$ cat config.mk
export PLATFORM = sky130hd
export DESIGN_NAME = step_input_ctrl
export DESIGN_NICKNAME = d
export VERILOG_FILES = /design/src/rtl/step_input_ctrl.sv
export SDC_FILE = /design/constraint.sdc
export NUM_CORES = 1
export LEC_CHECK = 0
export BUFFER_PORTS_ARGS = -buffer_cell sky130_fd_sc_hd__buf_2
export CAP_MARGIN = 15
export CORE_MARGIN = 3
export CORE_UTILIZATION = 43
export CTS_CLUSTER_DIAMETER = 120
export DETAILED_ROUTE_END_ITERATION = 7
export MAX_ROUTING_LAYER = met4
export PLACE_DENSITY = 0.69
export REMOVE_ABC_BUFFERS = 1
export SLEW_MARGIN = 20
export SYNTH_ARGS = -nofsm -noshare
export SYNTH_HDL_FRONTEND = slang
export SYNTH_SLANG_ARGS = --single-unit
$ cat constraint.sdc
create_clock -name clk -period 6.4 [get_ports clk]
set_input_delay 0.64 -clock clk [delete_from_list [all_inputs] [get_ports clk]]
set_output_delay 0.64 -clock clk [all_outputs]
set_load 0.02 [all_outputs]
$ cat src/rtl/step_input_ctrl.sv
// Front-panel input conditioner: tick divider, synchronised sampling, debounce,
// edge / auto-repeat step pulses, lowest-index arbitration and a step counter.
module step_input_ctrl #(
   parameter int NUM_BTN      = 4,
   parameter int SW_WIDTH     = 8,
   parameter int DIV_WIDTH    = 17,
   parameter int DEB_TAPS     = 3,
   parameter int REPEAT_DELAY = 16,
   parameter int REPEAT_RATE  = 4,
   parameter int CNT_WIDTH    = 8,
   localparam int IDX_W       = (NUM_BTN > 1) ? $clog2(NUM_BTN) : 1
) (
   input  logic                 clk,
   input  logic                 rst,
   input  logic [NUM_BTN-1:0]   i_btn,
   input  logic [SW_WIDTH-1:0]  i_sw,
   input  logic [1:0]           i_edge_mode,
   input  logic                 i_repeat_en,
   input  logic                 i_cnt_clr,
   output logic                 o_tick,
   output logic [SW_WIDTH-1:0]  o_sw_word,
   output logic [NUM_BTN-1:0]   o_level,
   output logic [NUM_BTN-1:0]   o_step,
   output logic                 o_step_valid,
   output logic [IDX_W-1:0]     o_step_idx,
   output logic [CNT_WIDTH-1:0] o_step_cnt
);

   localparam logic [DIV_WIDTH-1:0] DIV_ONE = DIV_WIDTH'(1);
   localparam logic [CNT_WIDTH-1:0] CNT_ONE = CNT_WIDTH'(1);
   localparam logic [7:0]           RC_ONE  = 8'd1;
   localparam logic [7:0]           DELAY_L = 8'(REPEAT_DELAY);
   localparam logic [7:0]           RATE_L  = 8'(REPEAT_RATE);

   typedef enum logic [1:0] {ST_IDLE, ST_WAIT, ST_RPT} rpt_state_t;

   logic [DIV_WIDTH-1:0] r_div;
   logic                 r_tick;
   logic [NUM_BTN-1:0]   r_btn_sync1, r_btn_sync2;
   logic [SW_WIDTH-1:0]  r_sw_sync1, r_sw_sync2, r_sw_word;
   logic [CNT_WIDTH-1:0] r_cnt;
   logic [NUM_BTN-1:0]   w_level, w_step;
   logic                 w_step_valid;
   logic [IDX_W-1:0]     w_step_idx;
   logic                 w_rpt_allow;

   always_ff @(posedge clk or posedge rst) begin
      if (rst) begin
         r_div  <= '0;
         r_tick <= 1'b0;
      end else begin
         r_div  <= r_div + DIV_ONE;
         r_tick <= (r_div == '1);
      end
   end

   // Pins are asynchronous to clk, so both go through a 2-FF synchroniser first.
   always_ff @(posedge clk or posedge rst) begin
      if (rst) begin
         r_btn_sync1 <= '0;
         r_btn_sync2 <= '0;
         r_sw_sync1  <= '0;
         r_sw_sync2  <= '0;
         r_sw_word   <= '0;
      end else begin
         r_btn_sync1 <= i_btn;
         r_btn_sync2 <= r_btn_sync1;
         r_sw_sync1  <= i_sw;
         r_sw_sync2  <= r_sw_sync1;
         if (r_tick)
            r_sw_word <= r_sw_sync2;
      end
   end

   assign w_rpt_allow = (i_edge_mode != 2'b11);

   for (genvar gi = 0; gi < NUM_BTN; gi++) begin : g_btn
      logic [DEB_TAPS-1:0] r_shift;
      logic                r_lvl, r_lvl_d, r_lvl_tick, r_edge, r_rpt;
      rpt_state_t          r_state;
      logic [7:0]          r_rcnt;
      logic [7:0]          w_rcnt_inc;

      assign w_rcnt_inc = r_rcnt + RC_ONE;

      always_ff @(posedge clk or posedge rst) begin
         if (rst) begin
            r_shift <= '0;
            r_lvl   <= 1'b0;
            r_lvl_d <= 1'b0;
            r_edge  <= 1'b0;
         end else begin
            if (r_tick)
               r_shift <= {r_shift[DEB_TAPS-2:0], r_btn_sync2[gi]};
            if (&r_shift)
               r_lvl <= 1'b1;
            else if (~|r_shift)
               r_lvl <= 1'b0;
            r_lvl_d <= r_lvl;
            case (i_edge_mode)
               2'b00:   r_edge <= r_lvl & ~r_lvl_d;
               2'b01:   r_edge <= ~r_lvl & r_lvl_d;
               2'b10:   r_edge <= r_lvl ^ r_lvl_d;
               default: r_edge <= 1'b0;
            endcase
         end
      end

      // r_rcnt holds ticks elapsed since the press; the FSM first sees the
      // new level one tick after the press, hence entry with a count of one.
      always_ff @(posedge clk or posedge rst) begin
         if (rst) begin
            r_state    <= ST_IDLE;
            r_rcnt     <= '0;
            r_rpt      <= 1'b0;
            r_lvl_tick <= 1'b0;
         end else begin
            r_rpt <= 1'b0;
            if (r_tick) begin
               r_lvl_tick <= r_lvl;
               if (!r_lvl || !i_repeat_en) begin
                  r_state <= ST_IDLE;
                  r_rcnt  <= '0;
               end else begin
                  case (r_state)
                     ST_IDLE: begin
                        if (!r_lvl_tick) begin
                           if (DELAY_L == RC_ONE) begin
                              r_state <= ST_RPT;
                              r_rcnt  <= '0;
                              r_rpt   <= w_rpt_allow;
                           end else begin
                              r_state <= ST_WAIT;
                              r_rcnt  <= RC_ONE;
                           end
                        end
                     end
                     ST_WAIT: begin
                        if (w_rcnt_inc == DELAY_L) begin
                           r_state <= ST_RPT;
                           r_rcnt  <= '0;
                           r_rpt   <= w_rpt_allow;
                        end else begin
                           r_rcnt <= w_rcnt_inc;
                        end
                     end
                     ST_RPT: begin
                        if (w_rcnt_inc == RATE_L) begin
                           r_rcnt <= '0;
                           r_rpt  <= w_rpt_allow;
                        end else begin
                           r_rcnt <= w_rcnt_inc;
                        end
                     end
                     default: begin
                        r_state <= ST_IDLE;
                        r_rcnt  <= '0;
                     end
                  endcase
               end
            end
         end
      end

      assign w_level[gi] = r_lvl;
      assign w_step[gi]  = r_edge | r_rpt;
   end

   assign w_step_valid = |w_step;

   always_comb begin
      w_step_idx = '0;
      for (int i = NUM_BTN - 1; i >= 0; i--)
         if (w_step[i])
            w_step_idx = IDX_W'(i);
   end

   always_ff @(posedge clk or posedge rst) begin
      if (rst)
         r_cnt <= '0;
      else if (i_cnt_clr)
         r_cnt <= '0;
      else if (w_step_valid)
         r_cnt <= r_cnt + CNT_ONE;
   end

   assign o_tick       = r_tick;
   assign o_sw_word    = r_sw_word;
   assign o_level      = w_level;
   assign o_step       = w_step;
   assign o_step_valid = w_step_valid;
   assign o_step_idx   = w_step_idx;
   assign o_step_cnt   = r_cnt;

endmodule

# Word level (Yosys, flattened, before mapping)
# Index checks and enable logic that the tools add are counted.
[word_totals]
ff_bits = 130
in_bits = 18
out_inout_bits = 28
wordCells = 212
[classes]
addsub = 6
eq_ne = 36
mux = 74
n_bitwise = 24
reduce_logical = 32
[op_table]
columns = ["operator", "count"]
rows = [
  ["two-way mux 8 bit", 18],
  ["one-hot mux 8 bit (3 select lines)", 4],
  ["adder 8 x 1 -> 8 bit, second input constant", 5],
  ["equality test 8 x 3 -> 1 bit, second input constant", 4],
  ["equality test 8 x 5 -> 1 bit, second input constant", 4],
  ["two-way mux 2 bit", 16],
  ["two-way mux 1 bit", 24],
  ["inequality test 3 bit, second input constant", 8],
  ["one-hot mux 2 bit (3 select lines)", 4],
  ["inequality test 2 bit, second input constant", 9],
  ["adder 17 x 1 -> 17 bit, second input constant", 1],
  ["equality test 17 bit, second input constant", 1],
  ["AND reduction 4 bit", 4],
  ["one-hot mux 1 bit (3 select lines)", 4],
  ["AND reduction 3 bit", 4],
  ["OR reduction 3 bit", 4],
  ["equality test 2 x 1 -> 1 bit, second input constant", 5],
  ["equality test 2 bit, second input constant", 5],
  ["logical NOT 2 bit", 5],
  ["AND 1 bit", 8],
  ["NOT 1 bit", 8],
  ["one-hot mux 1 bit (2 select lines)", 4],
  ["AND reduction 2 bit", 4],
  ["logical NOT 1 bit", 5],
  ["5 further kinds", 14],
]

# Depth between registers and ports, before layout
# Gate-level depths: netlist of run 1.
[depth]
ltp_word = 6
depth_mapped = 9
mapped_depth_nobuf = 8

# Worst setup path after synthesis of run 1
# OpenSTA, ideal clock, no wires.
[synth_timing]
path_type = "register to register"
from = "register g_btn[0].r_rcnt[0]"
to = "register g_btn[0].r_rcnt[0]"
setup_ps = 126
arrival_time_ps = 1900
required_ps = 6274
slack_ps = 4375
path_stages_with_launch = 9
n_path_buf = 1
synth_period_minus_slack_ps = 2025
path_cell_list = "dfrtp_1 -> ha_1 -> buf_2 -> and3_1 -> a311oi_1 -> a31o_2 -> a31oi_2 -> a221oi_1 -> o21ai_1"
[synth_between]
elab_chain_cells = 5
elab_cells_between_ends = 7
cone_classes = "1 x add/sub; 2 x eq/ne; 4 x mux"
[synth_rtl]
columns = ["item", "line_no", "rtl"]
rows = [
  ["from (decl)", "81", "logic [7:0] r_rcnt;"],
  ["from (signal assigned)", "144", "r_rcnt <= w_rcnt_inc;"],
  ["from (signal assigned)", "152", "r_rcnt <= w_rcnt_inc;"],
  ["adder 8 x 1 -> 8 bit (*)", "84", "assign w_rcnt_inc = r_rcnt + RC_ONE;"],
  ["equality test 8 x 3 -> 1 bit or equality test 8 x 5 -> 1 bit (tied branches)", "148, 139", ""],
  ["two-way mux 8 bit, on equally long branches", "148, 139", ""],
  ["one-hot mux 8 bit (3 select lines) (*)", "125", "case (r_state)"],
  ["two-way mux 8 bit (*)", "121", "if (!r_lvl || !i_repeat_en) begin"],
]
# Every way passes the cells marked *; elsewhere a longest branch is shown, timed or not.
# A chain may end at the register's enable or synchronous reset.

# Final worst setup path of run 1
[layout_timing]
from = "register g_btn[3].r_rpt"
to = "output o_step_valid"
[layout_between]
elab_chain_cells = 2
[layout_rtl]
columns = ["item", "line_no", "rtl"]
rows = [
  ["from (decl)", "79", "logic r_lvl, r_lvl_d, r_lvl_tick, r_edge, r_rpt;"],
  ["from (signal assigned)", "131", "r_rpt <= w_rpt_allow;"],
  ["from (signal assigned)", "142", "r_rpt <= w_rpt_allow;"],
  ["from (signal assigned)", "150", "r_rpt <= w_rpt_allow;"],
  ["bitwise OR 1 bit", "166", "assign w_step[gi] = r_edge | r_rpt;"],
  ["OR reduction 4 bit", "169", "assign w_step_valid = |w_step;"],
  ["to (decl)", "24", "output logic o_step_valid,"],
]
# No other way between the ends.

==> results.py, run 1 <==
metrics = {
    "global_routing": {
        "overflow": 0,
        "grt_util_all_layers_pct": 16.6,
        "grt_antenna_before_repair": 0,
        "grt_pass1_wl_microns": 23500,
        "grt_pass1_vias": 5115,
        "grt_start_max_net_pins": 82,
    },
    "synthesis": {
        "synth_area_leader_cell": "dfrtp_1",
        "async_flop_share_pct": 100,
        "synth_most_common_cell": "dfrtp_1",
        "yosysWarnings": 0,
        "netlist_area_sq_mm": 0.00700,
        "synth_edf_count": 0,
        "synthDistinctLibCells": 76,
        "syn_inst": 674,
        "synth_area_per_cell_sq_um": 10.4,
        "synth_top_area_share_pct": 46.5,
        "synth_top_cells_by_count": "dfrtp_1, nand2_1, o21ai_0",
        "synth_seq_cells": 130,
        "yosys-top-cells-area": "dfrtp_1, ha_1, mux2_2",
        "ys_seq_area_share_pct": 46.5,
        "ys.flop_type": "dfrtp_1",
    },
    "detailed_routing": {
        "dr.pass1.iters": 5,
        "drtAntennaViolNets": 0,
        "dr_total_vias": 5114,
        "viasPerCell": 5.46,
        "drt-total-wl_microns": 13700,
        "drc_errors": 0,
        "drt_iter0_markers": 455,
        "routedWlPerCell_microns": 14.6,
    },
    "setup_path": {
        "crit_cells": 3,
        "slowest_delay_ps": 410,
        "worst-path-buf-inv": 1,
        "startpoint_type": "flip-flop",
        "crit_fanout": 7,
        "arrival_ps": 1760,
        "cp-end-kind": "primary output",
        "crit_family": "simple AND/OR/NAND/NOR gates",
        "crit_chain": "nor4_1 -> nand3b_1 -> buf_2",
        "cp.required_ps": 5760,
        "r2r.worst_path.cells": 7,
        "worst_path_max_delay_cell": "nor4_1",
        "critical_path_class": "reg2out",
    },
    "power_and_ir_drop": {
        "switchingPower_uw": 399,
        "p_int_uw": 1510,
        "seqPwrFrac_pct": 43.7,
        "ir_worst_vdd_mv": 0.204,
        "p_comb_share_pct": 1.8,
        "clkPwrFrac_pct": 54.4,
        "p_per_area_mw_per_mm2": 240,
        "swShare_pct": 20.9,
        "p_leak_uw": 0.00374,
        "finalPower_uw": 1910,
    },
    "floorplan": {
        "die_area_sq_mm": 0.0178,
        "rows": 46,
        "start_util_pct": 44.0,
        "core-area_sq_mm": 0.0159,
        "die_width_microns": 134,
        "io_pins": 46,
        "fp.dieH_microns": 134,
    },
    "cts": {
        "cts_resized": 0,
        "clk_latency_ps": 420,
        "postCtsSetupBuffers": 0,
        "cts_tree": "done",
        "cts_sinks": 130,
        "htree_num_levels": 4,
        "cts-buffers-inserted": 17,
        "cts_root_buffer": "clkbuf_16",
        "ctsHoldBuffers": 0,
        "cts_buffer_depth": 2,
        "clk_pin_slew_ps": 60,
    },
    "sta": {
        "rsz0062_at_grt": "no",
        "setup_viol": 0,
        "maxSlewHeadroom_pct": 36.7,
        "finalSetupTns_ps": 0,
        "fin_skew_ps": 7.26,
        "tightest_slew_ps": 949,
        "fin_hold_ws_ps": 321,
        "slew_viol_final": 0,
        "timing.fmax_ghz": 0.417,
        "hold_viol_final": 0,
        "fin_crit_sh_pct": 37.4,
        "period_needed_ps": 2400,
    },
    "finish": {
        "layout-drive-gt1-share_pct": 18.4,
        "nNetsFinal": 769,
        "antennaDiodeCount": 0,
        "syn2layout_area_growth_pct": 13.8,
    },
    "outcome": {
        "outcome": "finished, final reports clean",
    },
    "hold_path": {
        "hp-class": "in2reg",
        "holdPathStages": 1,
    },
    "job": {
        "cap_violations": 0,
    },
    "place": {
        "dpl.hpwl_microns": 9680,
        "numPortBuffers": 45,
        "gp_congestion": 0.896,
    },
}
## worst register-to-register path: cells and delay by family, from the launching register on
family	cells	cell delay, ps
compound gates	3	980
fa+ha+maj	1	380
flops	1	420
simple gates	3	510
## through the flow
| step | setup WS (ps) | util, % | cell area [sq um] | std cells |
|---|---|---|---|---|
| finish | 4000 | 50.1 | 7960 | 937 |
| floorplan | 2290 | - | 6800 | 640 |
| global route | 3850 | 50.1 | 7960 | 937 |
| global placement | 3780 | 46.1 | 7320 | 905 |
| detailed placement | 3590 | 46.1 | 7320 | 905 |
| CTS | 3800 | 50.1 | 7960 | 937 |
## metal layers
layer / vias up / global-route usage [%] / wire, microns
li1: 2473 / - / -
met1: 2491 / 19.8 / 6150
met2: 127 / 26.7 / 6620
met3: 23 / 4.53 / 640
met4: 0 / 6.69 / 284
met5: - / - / 0
## power groups by stage
| stage | Clock (uW) | Combinational [uW] | Sequential (uW) |
|---|---|---|---|
| 6_report | 1040 | 34.9 | 834 |
| 5_1_grt | 1100 | 40.1 | 835 |
| 4_1_cts | 1060 | 36.6 | 834 |
| 3_5_place_dp | 0 | 36.6 | 849 |
| 3_3_place_gp | 0 | 35.6 | 849 |
| 2_1_floorplan | 0 | 18.9 | 849 |
## cell usage in the layout, fill, tap and decap left out, types with 5 or more instances in the layout
cell type	count
and3_1	15
nand3_1	22
mux2_2	21
a31oi_1	9
o21ai_0	43
xor2_1	14
dfrtp_1	130
buf_2	45
o22ai_1	10
mux2i_1	7
clkbuf_16	17
nor2_1	36
o31ai_1	7
nand2_1	58
ha_1	43
inv_1	37
and2_1	8
a211o_1	5
nand4_1	18
a21o_1	5
xnor2_1	19
and4_1	5
a21oi_1	12
inv_6	5
nand2b_1	11
o21ai_1	13
nor3_1	7
## registers in the layout, indices dropped and copies added, names as in the netlist, 8 cells and up
signal         count
g_btn.r_rcnt      32
r_div             17
g_btn.r_shift     12
g_btn.r_state      8
o_step_cnt         8
o_sw_word          8
r_sw_sync1         8
r_sw_sync2         8
## layout make-up
cell class / count / area [sq um]
fill: 1434 / 7920
multi-input combinational: 472 / 3400
sequential: 130 / 3250
clock buffer: 19 / 443
tap: 216 / 270
timing repair buffer: 49 / 255
clock inverter: 13 / 198
inverter: 38 / 145
## logic make-up after synthesis
family | Yosys count | share of synthesized area (%)
XOR/XNOR | 35 | 4.76
AND/OR/NAND/NOR | 217 | 17.0
AO/OA/AOI/OAI | 149 | 14.8
multiplexers | 28 | 4.38
buffers and inverters | 72 | 4.92
adder cells (fa/ha/maj) | 43 | 7.69
flip-flops | 130 | 46.5
## worst paths after layout
path	from	end	slack (ps)
setup / recovery	g_btn[3].r_rpt	o_step_valid	4000
max in group asynchronous	rst	o_step_cnt[6]	4740
hold / removal	i_btn[3]	r_btn_sync1[3]	320
min in group asynchronous	rst	o_sw_word[0]	440
setup reg to reg	g_btn[3].r_rcnt[0]	g_btn[3].r_rcnt[2]	4040
hold reg to reg	r_sw_sync1[5]	r_sw_sync2[5]	350
Note: power is estimated with default switching activity, not from simulation.
==> run 2: changes to the inputs <==
--- a/config.mk
+++ b/config.mk
@@ -5,6 +5,7 @@
 export SDC_FILE = /design/constraint.sdc
 export NUM_CORES = 1
 export LEC_CHECK = 0
+export ABC_AREA = 1
 export BUFFER_PORTS_ARGS = -buffer_cell sky130_fd_sc_hd__buf_2
 export CAP_MARGIN = 15
 export CORE_MARGIN = 3
==> constraint.sdc (replaced) <==
create_clock -name clk -period 2.4 [get_ports clk]
set_input_delay 0.24 -clock clk [delete_from_list [all_inputs] [get_ports clk]]
set_output_delay 0.24 -clock clk [all_outputs]
set_load 0.02 [all_outputs]
==> run 2 against run 1 <==
Net effect:
- setup slack got worse by 3500 ps
- critical path depth up 2
- sequential power grew to 2.7 times the previous value
- final area grew 1.2%
- global-route usage down 0.33 points
- critical path type unchanged
- wire length shrank 7.9%
- combinational power rose to 2.6 times the previous value
- flip-flop and latch count did not move
- cell count up 15%
- clock-buffer cell count shrank 1
- highest routed layer unchanged
- non-clock buffer count up 15
- clock skew is essentially flat
==> results.py, run 2 <==
metrics = {
    "synthesis": {
        "synth_top_area_share_pct": 48.1,
        "ys_seq_area_share_pct": 48.1,
        "yosysWarnings": 0,
        "syn_inst": 784,
        "synth_area_leader_cell": "dfrtp_1",
        "yosys-top-cells-area": "dfrtp_1, nand2_1, ha_1",
        "synth_area_per_cell_sq_um": 8.63,
        "synth_top_cells_by_count": "nand2_1, dfrtp_1, inv_1",
        "synth_most_common_cell": "nand2_1",
        "netlist_area_sq_mm": 0.00677,
        "synthDistinctLibCells": 40,
        "synth_seq_cells": 130,
        "ys.flop_type": "dfrtp_1",
        "async_flop_share_pct": 100,
        "synth_edf_count": 0,
    },
    "setup_path": {
        "cp-end-kind": "primary output",
        "worst-path-buf-inv": 2,
        "cp.required_ps": 2160,
        "worst_path_max_delay_cell": "dfrtp_1",
        "crit_fanout": 9,
        "startpoint_type": "flip-flop",
        "crit_cells": 5,
        "crit_chain": "nor2_1 -> nand2_1 -> nor2_4 -> inv_2 -> buf_2",
        "arrival_ps": 1680,
        "r2r-end": "r_div[16]",
        "r2r_slack_ps": 610,
        "r2r.worst_path.cells": 8,
        "slowest_delay_ps": 370,
        "critical_path_class": "reg2out",
        "r2r_start": "r_div[0]",
        "crit_family": "simple AND/OR/NAND/NOR gates",
    },
    "sta": {
        "fin_hold_ws_ps": 65.5,
        "fin_ws_ps": 475,
        "hold_viol_final": 0,
        "setup_viol": 0,
        "period_needed_ps": 1920,
        "tightest_slew_ps": 370,
        "timing.fmax_ghz": 0.520,
        "fin_skew_ps": 6.85,
        "fin_crit_sh_pct": 80.2,
        "rsz0062_at_grt": "no",
        "slew_viol_final": 0,
        "maxSlewHeadroom_pct": 75.3,
    },
    "place": {
        "numPortBuffers": 45,
        "gp_congestion": 0.869,
        "place_ws_ps": 603,
        "placed_cells": 1034,
        "dpl.hpwl_microns": 8950,
    },
    "cts": {
        "cts_resized": 0,
        "clk_latency_ps": 420,
        "clk_pin_slew_ps": 60,
        "cts_sinks": 130,
        "cts_root_buffer": "clkbuf_16",
        "cts-buffers-inserted": 17,
        "cts_tree": "done",
        "cts_buffer_depth": 2,
        "htree_num_levels": 4,
    },
    "finish": {
        "nNetsFinal": 916,
        "syn2layout_area_growth_pct": 19.1,
        "largest_register_ffs": 32,
        "antennaDiodeCount": 0,
        "final-instance-count-excl-fill": 1079,
        "largestRegisters": "g_btn.r_rcnt: 32 flops, r_div: 17 flops, g_btn.r_shift: 12 flops",
        "layout-drive-gt1-share_pct": 16.6,
        "largest-register": "g_btn.r_rcnt",
        "final_common_cell": "nand2_1",
        "mostFrequentLayoutCells": "nand2_1, dfrtp_1, inv_1",
        "fill_cells": 1392,
    },
    "floorplan": {
        "start_util_pct": 44.2,
        "io_pins": 46,
        "die_area_sq_mm": 0.0173,
        "rows": 45,
        "fp.dieH_microns": 131,
        "core-area_sq_mm": 0.0153,
        "die_width_microns": 131,
    },
    "hold_path": {
        "hold_start": "i_cnt_clr",
        "hp-class": "in2reg",
        "holdPathEnd": "o_step_cnt[0]",
        "holdPathStages": 2,
    },
    "global_routing": {
        "grt_pass1_wl_microns": 22700,
        "overflow": 0,
        "grt_util_all_layers_pct": 16.2,
        "grt_start_max_net_pins": 71,
        "grt_antenna_before_repair": 0,
        "grt_pass1_vias": 5055,
    },
    "detailed_routing": {
        "drt_iter0_markers": 294,
        "routedWlPerCell_microns": 11.7,
        "viasPerCell": 4.77,
        "drtAntennaViolNets": 0,
        "drc_errors": 0,
        "dr.pass1.iters": 4,
        "dr_total_vias": 5148,
        "drt-total-wl_microns": 12600,
    },
    "power_and_ir_drop": {
        "ir_worst_vdd_mv": 0.769,
        "p_per_area_mw_per_mm2": 653,
        "p_leak_uw": 0.00402,
    },
    "job": {
        "cap_violations": 0,
    },
    "outcome": {
        "outcome": "finished, final reports clean",
    },
}
[run 2: power by group]
part	leakage [uW]	switching [uW]	internal, uW
combinational	0.00195	59.2	31.1
clock	0.000324	987	1970
sequential	0.00175	5.44	2210
total	0.00402	1050	4210
[run 2: timing repair]
item,in CTS,in global routing
setup buffers,0,0
hold buffers,13,0
hold endpoints to repair,48,0
[run 2: final cells by class]
class                   count  area (sq um)  share of cell area, %
multi-input cells         525          3010                   37.3
well taps                 211           264                   3.27
inverters                 117           444                   5.51
clock buffers              18           429                   5.32
flip-flops and latches    130          3250                   40.4
repair buffers             64           413                   5.12
clock inverters            14           250                   3.10
[run 2: how the worst max path moves through the flow]
stage | start | to | slack (ps)
after floorplan | rst | g_btn[0].r_edge | -1310
after global placement | g_btn[0].r_rcnt[0] | g_btn[0].r_rcnt[2] | 640
after detailed placement | r_div[0] | r_div[16] | 600
after CTS | g_btn[1].r_rpt | o_step_valid | 410
after global routing | g_btn[1].r_rpt | o_step_valid | 340
final | g_btn[1].r_rpt | o_step_valid | 480
[run 2: stage by stage]
stage	setup TNS (ps)	instance area [sq um]	util, %	total power (uW)
3_3_place_gp	0	7250	47.4	2330
5_1_grt	0	8060	52.6	5440
3_5_place_dp	0	7250	47.4	2340
4_1_cts	0	8060	52.6	5320
6_report	0	8060	52.6	5260
2_1_floorplan	-170220	6700	-	2300
[run 2: cells by family (layout without fill, tap and decap cells)]
kind of cell	after synthesis	in the layout	synth area share (%)
compound gates	67	67	6.23
xor+xnor	19	19	2.46
fa+ha+maj	43	43	7.95
buf+inv	129	213	7.49
flops	130	130	48.1
simple gates	396	396	27.8
[run 2: routing by layer]
layer / share of wire, % / vias to the layer above / routed length [microns] / GRT usage (%)
li1: - / 2642 / - / -
met1: 49 / 2392 / 6160 / 20.4
met2: 45 / 94 / 5730 / 25.4
met3: 4.0 / 20 / 499 / 4.29
met4: 1.8 / 0 / 225 / 6.07
met5: 0 / - / 0 / -
==> run 3: changes to the inputs <==
--- a/config.mk
+++ b/config.mk
@@ -5,7 +5,7 @@
 export SDC_FILE = /design/constraint.sdc
 export NUM_CORES = 1
 export LEC_CHECK = 0
-export ABC_AREA = 1
+export ABC_AREA = 0
 export BUFFER_PORTS_ARGS = -buffer_cell sky130_fd_sc_hd__buf_2
 export CAP_MARGIN = 15
 export CORE_MARGIN = 3
@@ -13,7 +13,7 @@
 export CTS_CLUSTER_DIAMETER = 120
 export DETAILED_ROUTE_END_ITERATION = 7
 export MAX_ROUTING_LAYER = met4
-export PLACE_DENSITY = 0.69
+export PLACE_DENSITY = 0.71
 export REMOVE_ABC_BUFFERS = 1
 export SLEW_MARGIN = 20
 export SYNTH_ARGS = -nofsm -noshare
==> constraint.sdc (replaced) <==
create_clock -name clk -period 1.62 [get_ports clk]
set_input_delay 0.162 -clock clk [delete_from_list [all_inputs] [get_ports clk]]
set_output_delay 0.162 -clock clk [all_outputs]
set_load 0.02 [all_outputs]
==> run 3 against run 2 <==
Net effect:
- the run now ends with setup timing left
- utilization up 13 points
- via count up 17%
- power is 44% higher
- global-route usage is 3.2 points higher
- die area increased by 3.2%
- setup slack lost 900 ps
- sequential power is 49% higher
- register-to-register slack worse by 1000 ps
- clock power is 38% higher
- hold slack worse by 56 ps
==> results.py, run 3 (synthesized netlist as in run 1, its figures left out) <==
metrics = {
    "outcome": {
        "outcome": "finished with violations",
        "violations": "setup timing",
    },
    "sta": {
        "fin_hold_ws_ps": 9.29,
        "fin_crit_sh_pct": 126,
        "tightest_slew_ps": 477,
        "slew_viol_final": 0,
        "fin_ws_ps": -423,
        "period_needed_ps": 2040,
        "setup_viol": 40,
        "timing.fmax_ghz": 0.490,
        "rsz0062_at_grt": "yes",
        "fin_skew_ps": 8.15,
        "hold_viol_final": 0,
        "maxSlewHeadroom_pct": 67.9,
    },
    "power_and_ir_drop": {
        "finalPower_uw": 7580,
        "seqPwrFrac_pct": 43.5,
        "p_comb_share_pct": 2.7,
        "switchingPower_uw": 1600,
        "swShare_pct": 21.1,
        "p_int_uw": 5980,
        "p_per_area_mw_per_mm2": 723,
        "p_leak_uw": 0.00481,
        "ir_worst_vdd_mv": 0.992,
        "clkPwrFrac_pct": 53.8,
    },
    "finish": {
        "layout-drive-gt1-share_pct": 46.9,
        "syn2layout_area_growth_pct": 49.8,
        "largest-register": "g_btn.r_rcnt",
        "antennaDiodeCount": 0,
        "post-route-util_pct": 66.0,
        "final-instance-count-excl-fill": 1130,
        "largestRegisters": "g_btn.r_rcnt: 32 flops, r_div: 17 flops, g_btn.r_shift: 12 flops",
        "final_common_cell": "buf_4",
        "final_cell_area_sq_mm": 0.0105,
        "mostFrequentLayoutCells": "buf_4, dfrtp_1, nand2_1",
        "largest_register_ffs": 32,
        "nNetsFinal": 963,
    },
    "detailed_routing": {
        "dr_total_vias": 6044,
        "viasPerCell": 5.35,
        "drt_iter0_markers": 377,
        "drtAntennaViolNets": 0,
        "routedWlPerCell_microns": 16.5,
        "drt-total-wl_microns": 18600,
        "drc_errors": 0,
        "dr.pass1.iters": 5,
    },
    "floorplan": {
        "io_pins": 46,
        "fp.dieH_microns": 134,
        "start_util_pct": 44.0,
        "rows": 46,
        "die_area_sq_mm": 0.0178,
        "die_width_microns": 134,
        "core-area_sq_mm": 0.0159,
    },
    "global_routing": {
        "grt_pass1_wl_microns": 27600,
        "grt_pass1_vias": 5893,
        "overflow": 0,
        "grt_start_max_net_pins": 43,
        "grt_util_all_layers_pct": 19.4,
        "grt_antenna_before_repair": 0,
    },
    "setup_path": {
        "startpoint_type": "flip-flop",
        "slowest_delay_ps": 440,
        "arrival_ps": 2350,
        "r2r_start": "g_btn[2].r_rcnt[0]",
        "crit_chain": "ha_4 -> buf_6 -> xnor2_2 -> nor2_1 -> nand4_1 -> buf_4 -> o31ai_4 -> o21bai_1 -> a21o_1",
        "cp.required_ps": 1930,
        "r2r_slack_ps": -420,
        "worst_path_max_delay_cell": "dfrtp_2",
        "r2r-end": "g_btn[2].r_rcnt[2]",
        "cp-end-kind": "flip-flop",
        "critical_path_class": "reg2reg",
        "r2r.worst_path.cells": 9,
        "crit_fanout": 5,
    },
    "cts": {
        "cts_tree": "done",
        "cts_buffer_depth": 2,
        "clk_latency_ps": 420,
        "cts-buffers-inserted": 17,
        "htree_num_levels": 4,
        "cts_root_buffer": "clkbuf_16",
        "cts_sinks": 130,
        "clk_pin_slew_ps": 60,
    },
    "place": {
        "gp_congestion": 0.892,
        "dpl.hpwl_microns": 10700,
        "numPortBuffers": 45,
        "placed_cell_area_sq_mm": 0.00844,
        "placed_cells": 1048,
    },
    "hold_path": {
        "hold_start": "i_cnt_clr",
        "holdPathEnd": "o_step_cnt[2]",
        "hp-class": "in2reg",
        "holdPathStages": 2,
    },
    "job": {
        "cap_violations": 0,
    },
}
[run 3: cell types whose count changed in the layout (fill, tap and decap cells not counted), sizes merged, moves of 11 or more]
cell | previous run | this run
buf | 51 | 230
mux2 | 0 | 21
nand3 | 74 | 25
and3 | 1 | 16
xnor2 | 4 | 21
inv | 121 | 40
nor2 | 56 | 36
nand2 | 225 | 58
nand2b | 0 | 11
o21ai | 33 | 58
[run 3: layout make-up]
cell class | count | area (sq um)
clock inverter | 12 | 180
fill | 1125 | 5410
clock buffer | 19 | 443
timing repair buffer | 243 | 1940
inverter | 38 | 153
multi-input combinational | 472 | 4240
tap | 216 | 270
sequential | 130 | 3260
[run 3: power groups by stage]
stage | logic (uW) | clock network, uW | registers [uW]
after CTS | 202 | 4140 | 3300
after floorplan | 74.8 | 0 | 3360
final | 202 | 4080 | 3300
after global routing | 224 | 4300 | 3300
after detailed placement | 169 | 0 | 3360
after global placement | 166 | 0 | 3350
[run 3: worst max-delay path: cells and delay by family, from the launching register on]
family	cells	cell delay [ps]
AOI/OAI and AO/OA	3	490
xor gates and xnor gates	1	120
adders and majority gates	1	190
buffers and inverters	2	340
DFF	1	440
and+or+nand+nor	2	350
[run 3: worst max path at each step]
stage	from	to	slack, ps	cells after the start
after detailed placement	g_btn[2].r_rcnt[1]	g_btn[2].r_state[1]	-350	7
final	g_btn[2].r_rcnt[0]	g_btn[2].r_rcnt[2]	-420	9
after CTS	g_btn[2].r_rcnt[0]	g_btn[2].r_state[1]	-240	7
after floorplan	rst	g_btn[0].r_edge	-2010	1
after global routing	g_btn[2].r_rcnt[2]	g_btn[2].r_rcnt[2]	-490	7
after global placement	g_btn[2].r_rcnt[1]	g_btn[2].r_state[1]	-290	7
[run 3: routing by layer]
layer	routed length (microns)	up-vias	GRT usage, %
li1	-	2861	-
met1	7970	2986	24.1
met2	9560	166	32.3
met3	790	31	4.46
met4	316	0	4.69
met5	0	-	-
[run 3: timing repair]
| item | in CTS | in global routing |
|---|---|---|
| pin swaps | 63 | 61 |
| resized for setup | 132 | 104 |
| hold buffers | 13 | 0 |
| buffers inserted | 14 | 26 |
| endpoints found under the hold margin | 44 | 0 |
| endpoints found under the setup margin | 48 | 53 |
[run 3: stage by stage]
step           setup slack, ps  setup TNS, ps
4_1_cts                   -242          -5720
2_1_floorplan            -2010        -284240
5_1_grt                   -488         -11800
6_report                  -423          -8540
3_5_place_dp              -353          -9720
3_3_place_gp              -294          -8310
